==> config.mk <==
export PLATFORM = sky130hd
export DESIGN_NAME = alu_share_arb
export DESIGN_NICKNAME = d
export VERILOG_FILES = /design/src/rtl/alu_share_arb_pkg.sv /design/src/rtl/alu_share_arb_rr_arb2.sv /design/src/rtl/alu_share_arb.sv
export SDC_FILE = /design/constraint.sdc
export NUM_CORES = 1
export LEC_CHECK = 0
export CAP_MARGIN = 30
export CORE_MARGIN = 4
export CORE_UTILIZATION = 35
export DETAILED_ROUTE_END_ITERATION = 6
export PLACE_DENSITY_LB_ADDON = 0.12
export SETUP_SLACK_MARGIN = 0.2
export SYNTH_ARGS = -nofsm -noshare
export SYNTH_HDL_FRONTEND = slang
export SYNTH_SLANG_ARGS = --single-unit
==> constraint.sdc <==
create_clock -name clk -period 4.72 [get_ports clk]
set_input_delay 0.944 -clock clk [delete_from_list [all_inputs] [get_ports clk]]
set_output_delay 0.944 -clock clk [all_outputs]
set_load 0.02 [all_outputs]
==> src/rtl/alu_share_arb_pkg.sv <==
// Shared definitions for the two-port ALU sharing arbiter: op codes,
// the supported-op check and the sequencer state encoding.
package alu_share_arb_pkg;

  localparam int unsigned OP_AND = 0;
  localparam int unsigned OP_OR  = 1;
  localparam int unsigned OP_ADD = 2;
  localparam int unsigned OP_SUB = 6;
  localparam int unsigned OP_SLT = 7;

  typedef enum logic [1:0] {
    IDLE = 2'd0,
    EXEC = 2'd1,
    RESP = 2'd2
  } state_t;

  // True for op codes the shared ALU implements; anything else is answered
  // with an error flag and a zero result.
  function automatic logic op_supported(input int unsigned op);
    return (op == OP_AND) || (op == OP_OR) || (op == OP_ADD) ||
           (op == OP_SUB) || (op == OP_SLT);
  endfunction

endpackage

==> src/rtl/alu_share_arb_rr_arb2.sv <==
// Two-requester round-robin arbiter. On a tie the port that was not granted
// last wins; a lone requester always wins. Purely combinational.
module rr_arb2
  import alu_share_arb_pkg::*;
(
  input  logic [1:0] req,
  input  logic       last_gnt,  // 0: port 0 was served last, 1: port 1
  output logic [1:0] gnt
);

  // One-hot grant from the request pair and the last winner
  always_comb begin
    if (req == 2'b11) begin
      gnt = last_gnt ? 2'b01 : 2'b10;
    end else begin
      gnt = req;
    end
  end

endmodule

==> src/rtl/alu_share_arb.sv <==
// Shares one external combinational ALU between two requesters. A request is
// accepted in IDLE, its operands are presented to the ALU from registers in
// EXEC, and the registered result is returned to the winning port in RESP.
module alu_share_arb
  import alu_share_arb_pkg::*;
#(
  parameter int WIDTH = 32,
  parameter int OPW   = 4,
  parameter int CNTW  = 16
) (
  input  logic             clk,
  input  logic             rst_n,
  input  logic             req0_valid,
  output logic             req0_ready,
  input  logic [OPW-1:0]   req0_op,
  input  logic [WIDTH-1:0] req0_a,
  input  logic [WIDTH-1:0] req0_b,
  input  logic             req1_valid,
  output logic             req1_ready,
  input  logic [OPW-1:0]   req1_op,
  input  logic [WIDTH-1:0] req1_a,
  input  logic [WIDTH-1:0] req1_b,
  output logic             rsp0_valid,
  input  logic             rsp0_ready,
  output logic             rsp1_valid,
  input  logic             rsp1_ready,
  output logic [WIDTH-1:0] rsp_result,
  output logic             rsp_err,
  output logic [OPW-1:0]   alu_op,
  output logic [WIDTH-1:0] alu_a,
  output logic [WIDTH-1:0] alu_b,
  input  logic [WIDTH-1:0] alu_result,
  output logic [CNTW-1:0]  ops_done
);

  state_t           state, state_nxt;
  logic             last_gnt;
  logic             cap_gnt;
  logic [OPW-1:0]   cap_op;
  logic [WIDTH-1:0] cap_a, cap_b;
  logic [1:0]       gnt;
  logic             accept;
  logic             rsp_hs;
  logic             op_ok;

  rr_arb2 u_arb (
    .req      ({req1_valid, req0_valid}),
    .last_gnt (last_gnt),
    .gnt      (gnt)
  );

  assign accept = req0_ready | req1_ready;
  assign rsp_hs = (rsp0_valid & rsp0_ready) | (rsp1_valid & rsp1_ready);
  assign op_ok  = op_supported(32'(cap_op));

  // The ALU always sees the captured operation, so it only moves on accept
  assign alu_op = cap_op;
  assign alu_a  = cap_a;
  assign alu_b  = cap_b;

  // Sequencer state register
  always_ff @(posedge clk or negedge rst_n) begin
    if (!rst_n) begin
      state <= IDLE;
    end else begin
      // NOTE: sequential state uses non-blocking assignment so every flop
      // samples pre-edge values regardless of process ordering.
      state <= state_nxt;
    end
  end

  // Next-state and handshake outputs
  always_comb begin
    // NOTE: every output gets a default first, so no path can infer a latch.
    state_nxt  = state;
    req0_ready = 1'b0;
    req1_ready = 1'b0;
    rsp0_valid = 1'b0;
    rsp1_valid = 1'b0;
    case (state)
      IDLE: begin
        // Ready is suppressed during reset even though state already reads IDLE
        req0_ready = rst_n & gnt[0];
        req1_ready = rst_n & gnt[1];
        if (|gnt) state_nxt = EXEC;
      end
      EXEC: state_nxt = RESP;
      RESP: begin
        rsp0_valid = ~cap_gnt;
        rsp1_valid = cap_gnt;
        if (cap_gnt ? rsp1_ready : rsp0_ready) state_nxt = IDLE;
      end
      default: state_nxt = IDLE;
    endcase
  end

  // Capture, result, round-robin history and completion counter
  always_ff @(posedge clk or negedge rst_n) begin
    if (!rst_n) begin
      // NOTE: capture registers are reset too, because they drive the ALU
      // pins directly and those must read 0 out of reset.
      cap_gnt    <= 1'b0;
      cap_op     <= '0;
      cap_a      <= '0;
      cap_b      <= '0;
      rsp_result <= '0;
      rsp_err    <= 1'b0;
      last_gnt   <= 1'b1;  // port 0 wins the first tie
      ops_done   <= '0;
    end else begin
      if (accept) begin
        cap_gnt <= gnt[1];
        cap_op  <= gnt[1] ? req1_op : req0_op;
        cap_a   <= gnt[1] ? req1_a  : req0_a;
        cap_b   <= gnt[1] ? req1_b  : req0_b;
      end
      if (state == EXEC) begin
        rsp_result <= op_ok ? alu_result : '0;
        rsp_err    <= ~op_ok;
      end
      if (rsp_hs) begin
        last_gnt <= cap_gnt;
        ops_done <= ops_done + CNTW'(1);
      end
    end
  end

endmodule

== Word level (Yosys, flattened, before mapping) ==
Index checks and enable logic that the tools add are counted.

* Bits of input ports: 174
* Logic and storage cells: 49
* Output and inout bits: 121
* Flip-flop bits (word level): 121

* Bitwise logic cells: 8
* Multiplexer cells: 14
* Equal/unequal tests: 9
* Reductions and logical operators: 8
* Add/sub/neg operators: 1

{| class="wikitable"
|+ Operators by type and width
! kind !! number
|-
| $mux W32 || 3
|-
| $add A16 B1 Y16 const B || 1
|-
| $eq A4 B3 Y1 const B || 2
|-
| $mux W2 || 4
|-
| $pmux W2 S3 || 1
|-
| $mux W1 || 5
|-
| $and A1 B1 Y1 || 4
|-
| $eq A2 B2 Y1 const B || 2
|-
| $eq A4 B1 Y1 const B || 1
|-
| $eq A4 B2 Y1 const B || 1
|-
| $logic_not A4 Y1 || 1
|-
| $logic_or A1 B1 Y1 || 4
|-
| $mux W4 || 1
|-
| $ne A2 B2 Y1 const B || 2
|-
| $eq A2 B1 Y1 const B || 1
|-
| $logic_not A2 Y1 || 1
|-
| $not A1 Y1 || 2
|-
| $or A1 B1 Y1 || 2
|-
| $reduce_and A2 Y1 || 1
|-
| $reduce_or A2 Y1 || 1
|}

== Longest topological paths before layout ==
Gate-level depths: netlist of run 1.

* Depth in word-level cells: 6
* Mapped depth: 7
* Depth with buffers taken out: 4

== By module ==
From an unflattened synthesis of run 1, not the netlist that was laid out.

* Cells, all modules: 452
* Area total of the unflattened synthesis: 5196.2 um^2

{| class="wikitable"
|+ By module, submodules not included
! module !! instances !! area an instance (um^2) !! sequential area each (um^2) !! cells an instance
|-
| alu_share_arb || 1 || 5177.5 || 3029.2 || 449
|-
| rr_arb2 || 1 || 18.8 || 0.0 || 3
|}

== Worst setup path after synthesis of run 1 ==
Ideal clock, no wire load.

* Path kind: input-to-output
* Start: in rst_n
* End: out req1_ready
* Buffers on the path: 1
* Required time: 3776 ps
* Arrival: 1768 ps
* Slack: 2008 ps
* Stages: 3
* Cells stage by stage: or3b_1 > buf_2 > nor2b_1

* Longest elaborated chain between the ends: 2

{| class="wikitable"
|+ Ends and longest elaborated chain
! item !! line !! source
|-
| start: declaration || alu_share_arb.sv:12 || <nowiki>input logic rst_n,</nowiki>
|-
| $and A1 B1 Y1 || alu_share_arb.sv:84 || <nowiki>req1_ready = rst_n & gnt[1];</nowiki>
|-
| $mux W1 || alu_share_arb.sv:80 || <nowiki>case (state)</nowiki>
|-
| end: declaration || alu_share_arb.sv:19 || <nowiki>output logic req1_ready,</nowiki>
|}

No other way between the ends.

== Worst setup path in the final report of run 1 ==
* Start: in req1_valid
* End: out req1_ready

* Longest elaborated chain between the ends: 4

{| class="wikitable"
|+ Ends and longest elaborated chain
! item !! line !! source
|-
| start: declaration || alu_share_arb.sv:18 || <nowiki>input logic req1_valid,</nowiki>
|-
| $eq A2 B2 Y1 || alu_share_arb_rr_arb2.sv:13 || <nowiki>if (req == 2'b11) begin</nowiki>
|-
| $mux W2 * || alu_share_arb_rr_arb2.sv:13 ||
|-
| $and A1 B1 Y1 * || alu_share_arb.sv:84 ||
|-
| $mux W1 * || alu_share_arb.sv:80 ||
|}

Every way passes the cells marked *; elsewhere a longest branch is shown, timed or not.

==> flow_summary.ini, run 1 <==
[outcome]
status = complete, no violations

[critical_path]
critPathMaxFanout = 2
arrival_ns = 2.42
path_class = input port to primary output
endpoint_kind = primary output
critPathMaxStageDelay_ns = 0.62
crit_top_cell = clkdlybuf4s50_1
crit_family = buffers and inverters
crit_required_ns = 3.78
critPathBufInv = 3
cp_cell_sequence = clkdlybuf4s50_1 > inv_1 > a21oi_4 > nor2b_1 > clkdlybuf4s50_1
crit_slowest_cell = clkdlybuf4s50_1
startpoint_type = input port

[timing]
finalCritPeriodShare_pct = 71.36
fin_tns_setup_ns = 0
setup_viol = 0
skew_ns = 0.005589
slew_headroom_pct = 44.07
setup_ws_ns = 1.352
hold_viol = 0
max_freq_mhz = 296.9
drv_slew = 0
rsz0062_at_grt = false
worstMarginPinSlew_ns = 0.8390
final.min_clock_period_ns = 3.368

[floorplanning]
die_h_um = 131.0
pin_count = 295
dieWidth_um = 131.0
start_util_pct = 36.01
core_area_mm2 = 0.01470
placementRows = 44
dieArea_mm2 = 0.01715

[routing]
drt_wl_total_um = 16620
drt_iter0_drc = 340
vias = 4667
drt_pre_antenna_iters = 6
drtAntennaViolNets = 0
drc_errors = 0
routed_via_density = 4.944
post_drt_wl_per_cell_um = 17.60

[pwr]
ir_drop_uv = 287.2
leakage_nw = 3.753
power.density_mw_per_mm2 = 590.7
power_mw = 5.232

[logic_synthesis]
async_flop_share_pct = 100.0
syn_inst = 462
syn_avg_cell_area_um2 = 11.46
yosys_most_used_dff = dfrtp_1
syn-cell-area_mm2 = 0.005293
yosysTopAreaCell = dfrtp_1
syn_nets = 637
ys_seq_area_share_pct = 57.23
synth_edf_count = 0
ys_top_cells_by_area = dfrtp_1, mux2i_1, a21oi_1
synth.most_common_cell = dfrtp_1
ys_warn_count = 0
ys_types = 28
synth-seq-cells = 121
synth_top_cells_by_count = dfrtp_1, nor2_1, a21oi_1
synth_top_area_share_pct = 56.74

[hold_path]
hold_path_class = flip-flop to flip-flop

[cts]
clkLatencyLatePin_ns = 0.41
cts_made_buffers = 17
cts_resized = 0
cts_num_sinks = 121
cts_tree = yes
clk_pin_slew_ns = 0.05
clockBufferDepth = 2
clock-root-buffer = clkbuf_16
htreeDepth = 4
postCtsSetupBuffers = 0
cts_hold_buf = 0

[cells_and_area]
final_area_mm2 = 0.008859
multi_input_area_mm2 = 0.002034
final_util_pct = 60.27
nNetsFinal = 925
drive_above_1_share_pct = 4.868
register_area_mm2 = 0.003029
num_antenna_cells = 0
fillCellCount = 1223
syn_to_final_growth_pct = 67.38

[global_route]
grt_pass1_vias = 4741
grt_max_degree = 83
antenna_found_initial = 0
track_usage_pct = 19.09
grt_pass1_wl_um = 24920
overflow = 0

[run]
max_cap_viol_count = 0

[placement]
placed_area_mm2 = 0.008334
gp_congestion = 0.8186
dp_slack_ns = 1.368
port_buffers = 294
hpwl_um = 12620
per-stage QoR:
step / std cells / hold slack, ns
2_1_floorplan: 462 / 0.4581
3_3_place_gp: 914 / 0.4612
3_5_place_dp: 915 / 0.4644
4_1_cts: 944 / 0.4750
5_1_grt: 944 / 0.5008
6_report: 944 / 0.4760
flip-flops by register name, summed over array words and instances, names as in the netlist:
signal / count
alu_a: 32
alu_b: 32
rsp_result: 32
ops_done: 16
alu_op: 4
state: 2
cap_gnt: 1
last_gnt: 1
rsp_err: 1
cell families (layout without fill, tap and decap cells):
family | count (synthesis) | after routing | synth area share [%]
simple gates | 113 | 113 | 9.764
flops | 121 | 121 | 57.23
mux | 70 | 70 | 13.26
buf+inv | 36 | 334 | 4.657
xor+xnor | 15 | 15 | 2.482
fa+ha+maj | 1 | 1 | 0.2364
compound gates | 106 | 106 | 12.36
final cells by class:
type | instances | area share [%]
Clock buffer | 26 | 5.749
Clock inverter | 3 | 0.1695
Inverter | 4 | 0.1695
Multi-Input combinational cell | 305 | 22.97
Sequential cell | 121 | 34.19
Tap cell | 184 | 2.599
Timing Repair Buffer | 301 | 34.15
where the power goes:
group	leakage (nW)	internal (mW)	total (mW)	switching [mW]
registers	1.45	1.45	1.72	0.270
logic	2.04	1.14	2.36	1.22
clock network	0.262	0.728	1.15	0.424
total	3.75	3.32	5.23	1.91
routing by layer:
metal  track usage, %  share of wire (%)
met5                0                  0
met4            7.623                2.2
met3            7.398                8.4
met2            31.24                 49
met1            22.61                 40
final timing paths:
kind / startpoint / end / slack [ns] / cells past startpoint
min in group asynchronous: rst_n / ops_done[5] / 0.74 / 2
setup reg to reg: state[1] / alu_b[16] / 2.44 / 5
setup / recovery: req1_valid / req1_ready / 1.35 / 5
hold reg to reg: ops_done[15] / ops_done[15] / 0.48 / 1
max in group asynchronous: rst_n / alu_b[16] / 2.71 / 3
hold / removal: ops_done[15] / ops_done[15] / 0.48 / 1
cells in the final DEF (no fill, tap or decap):
master | synthesis | final
a21oi_1 | 70 | 69
a21oi_4 | 0 | 1
a22o_1 | 33 | 33
and2_1 | 3 | 3
and3_1 | 1 | 1
and4_1 | 1 | 1
buf_12 | 0 | 1
buf_16 | 0 | 1
buf_4 | 2 | 6
clkbuf_1 | 4 | 4
clkbuf_16 | 0 | 17
clkbuf_8 | 0 | 5
clkdlybuf4s50_1 | 0 | 293
clkinv_2 | 0 | 3
dfrtp_1 | 120 | 120
dfstp_2 | 1 | 1
ha_1 | 1 | 1
inv_1 | 4 | 4
mux2_1 | 1 | 1
mux2i_1 | 69 | 69
nand2_1 | 7 | 7
nand2b_1 | 3 | 3
nand3_1 | 6 | 6
nand4_1 | 11 | 11
nor2_1 | 74 | 74
nor2_8 | 1 | 1
nor2b_1 | 2 | 2
nor3_1 | 2 | 2
nor3_4 | 0 | 1
o21ai_0 | 3 | 3
or3b_1 | 1 | 1
xnor2_1 | 15 | 15
No activity file was read; power rests on OpenSTA's default activity.
==> run 2, diff against run 1 <==
Clock period 4.72 ns to 2.75 ns, I/O delays scaled along.
==> run 2 against run 1 <==
  * Sequential share of layout area down 0.25 points
  * Register-to-register slack worse by 1.8 ns
  * Final cell count up 0.32%
  * Power up 77%
  * Flip-flop and latch count unchanged
  * Routed wire length down 2.1%
  * Combinational power up 71%
  * Via count down 1.3%
  * Worst hold slack worse by 0.11 ns
  * First-iteration DRC count down 31%
  * Design area up 0.75%
  * Utilization up 0.45 points
==> flow_summary.ini, run 2 (synthesis results as in run 1) <==
[global_route]
grt_pass1_vias = 4817
grt_pass1_wl_um = 24430
grt_max_degree = 87
overflow = 0
track_usage_pct = 18.58
antenna_found_initial = 0

[routing]
routed_via_density = 4.865
vias = 4607
post_drt_wl_per_cell_um = 17.18
drt_iter0_drc = 235
drc_errors = 0
drtAntennaViolNets = 0
drt_pre_antenna_iters = 4
drt_wl_total_um = 16270

[critical_path]
critPathMaxFanout = 5
arrival_ns = 1.86
crit_required_ns = 2.20
endpoint_kind = primary output
ff2ff_path_depth = 6
path_class = flip-flop to primary output
startpoint_type = flip-flop

[timing]
setup_viol = 0
finalCritPeriodShare_pct = 87.58
rsz0062_at_grt = false
skew_ns = 0.004457
slew_headroom_pct = 40.57
hold_viol = 0
worstMarginPinSlew_ns = 0.8915
final.min_clock_period_ns = 2.408
max_freq_mhz = 415.2
drv_slew = 0
fin_tns_setup_ns = 0

[pwr]
power.density_mw_per_mm2 = 1035
leakage_nw = 3.798
ir_drop_uv = 465.4

[cells_and_area]
syn_to_final_growth_pct = 68.63
mostFrequentLayoutCell = clkdlybuf4s50_1
final_util_pct = 60.72
drive_above_1_share_pct = 5.505
nNetsFinal = 926
final_cell_mix = clkdlybuf4s50_1, dfrtp_1, nor2_1
num_antenna_cells = 0

[floorplanning]
die_h_um = 131.0
start_util_pct = 36.01
placementRows = 44
core_area_mm2 = 0.01470
dieArea_mm2 = 0.01715
dieWidth_um = 131.0
pin_count = 295

[cts]
htreeDepth = 4
cts_tree = yes
cts_made_buffers = 17
clock-root-buffer = clkbuf_16
cts_num_sinks = 121
clk_pin_slew_ns = 0.05
postCtsSetupBuffers = 0
clkLatencyLatePin_ns = 0.40
clockBufferDepth = 2

[placement]
port_buffers = 294
hpwl_um = 12370
gp_congestion = 0.8185

[run]
max_cap_viol_count = 0

[outcome]
status = complete, no violations

[hold_path]
hold_path_class = input port to async pin
-- run 2: cell types whose count changed in the layout (fill, tap and decap cells not counted), moves of 2 or more --
| cell | previous run | this run |
|---|---|---|
| clkdlybuf4s50_1 | 293 | 291 |
| buf_4 | 6 | 8 |
| dlygate4sd2_1 | 0 | 2 |
| bufinv_16 | 0 | 3 |
| clkbuf_1 | 4 | 2 |
-- run 2: area by class of cell --
type | count | area [um2]
Fill cell | 1242 | 5774
Sequential cell | 121 | 3029
Timing Repair Buffer | 302 | 3010
Multi-Input combinational cell | 305 | 2034
Clock buffer | 23 | 488.0
Tap cell | 184 | 230.2
Clock inverter | 8 | 117.6
Inverter | 4 | 15.01
-- run 2: per-stage QoR --
step	worst slack [ns]	total power, mW	std cells	cell area [um2]	hold slack (ns)
floorplan	0.8259	5.016	462	5293	0.2544
global placement	0.1646	6.983	916	8322	0.4609
detailed placement	0.1212	7.068	916	8322	0.4663
CTS	0.3093	9.371	947	8925	0.4091
global route	0.2800	9.776	947	8925	0.4392
finish	0.3415	9.239	947	8925	0.3633
-- run 2: worst paths after layout --
kind	start	end	slack, ns
worst min register to register	ops_done[15]	ops_done[15]	0.47
worst max-delay path	state[1]	rsp1_valid	0.34
worst min-delay path	rst_n	ops_done[7]	0.36
min in group clk	ops_done[15]	ops_done[15]	0.47
worst max register to register	state[1]	alu_a[18]	0.60
max in group asynchronous	rst_n	alu_b[21]	1.16
-- run 2: where the power goes --
part	switching, mW	internal (mW)
Clock	0.745	1.51
Sequential	0.455	2.49
Combinational	2.10	1.94
-- run 2: timing repair --
item / 4_1_cts / 5_1_grt
setup endpoints to repair: 2 / 0
gates resized for setup: 2 / 0
hold buffers: 0 / 0
-- run 2: layer usage --
layer,part of all wire [%],up-vias,GRT usage (%)
met5,0,-,0
met3,9.3,26,7.439
met4,2.1,0,6.776
li1,-,2200,-
met2,49,214,31.57
met1,39,2167,21.13
-- run 2: worst max-delay path: stages, from the launching register on --
cell             delay [ns]
dfrtp_1                0.42
nor2b_1                0.22
and2_1                 0.18
clkdlybuf4s50_1        0.64
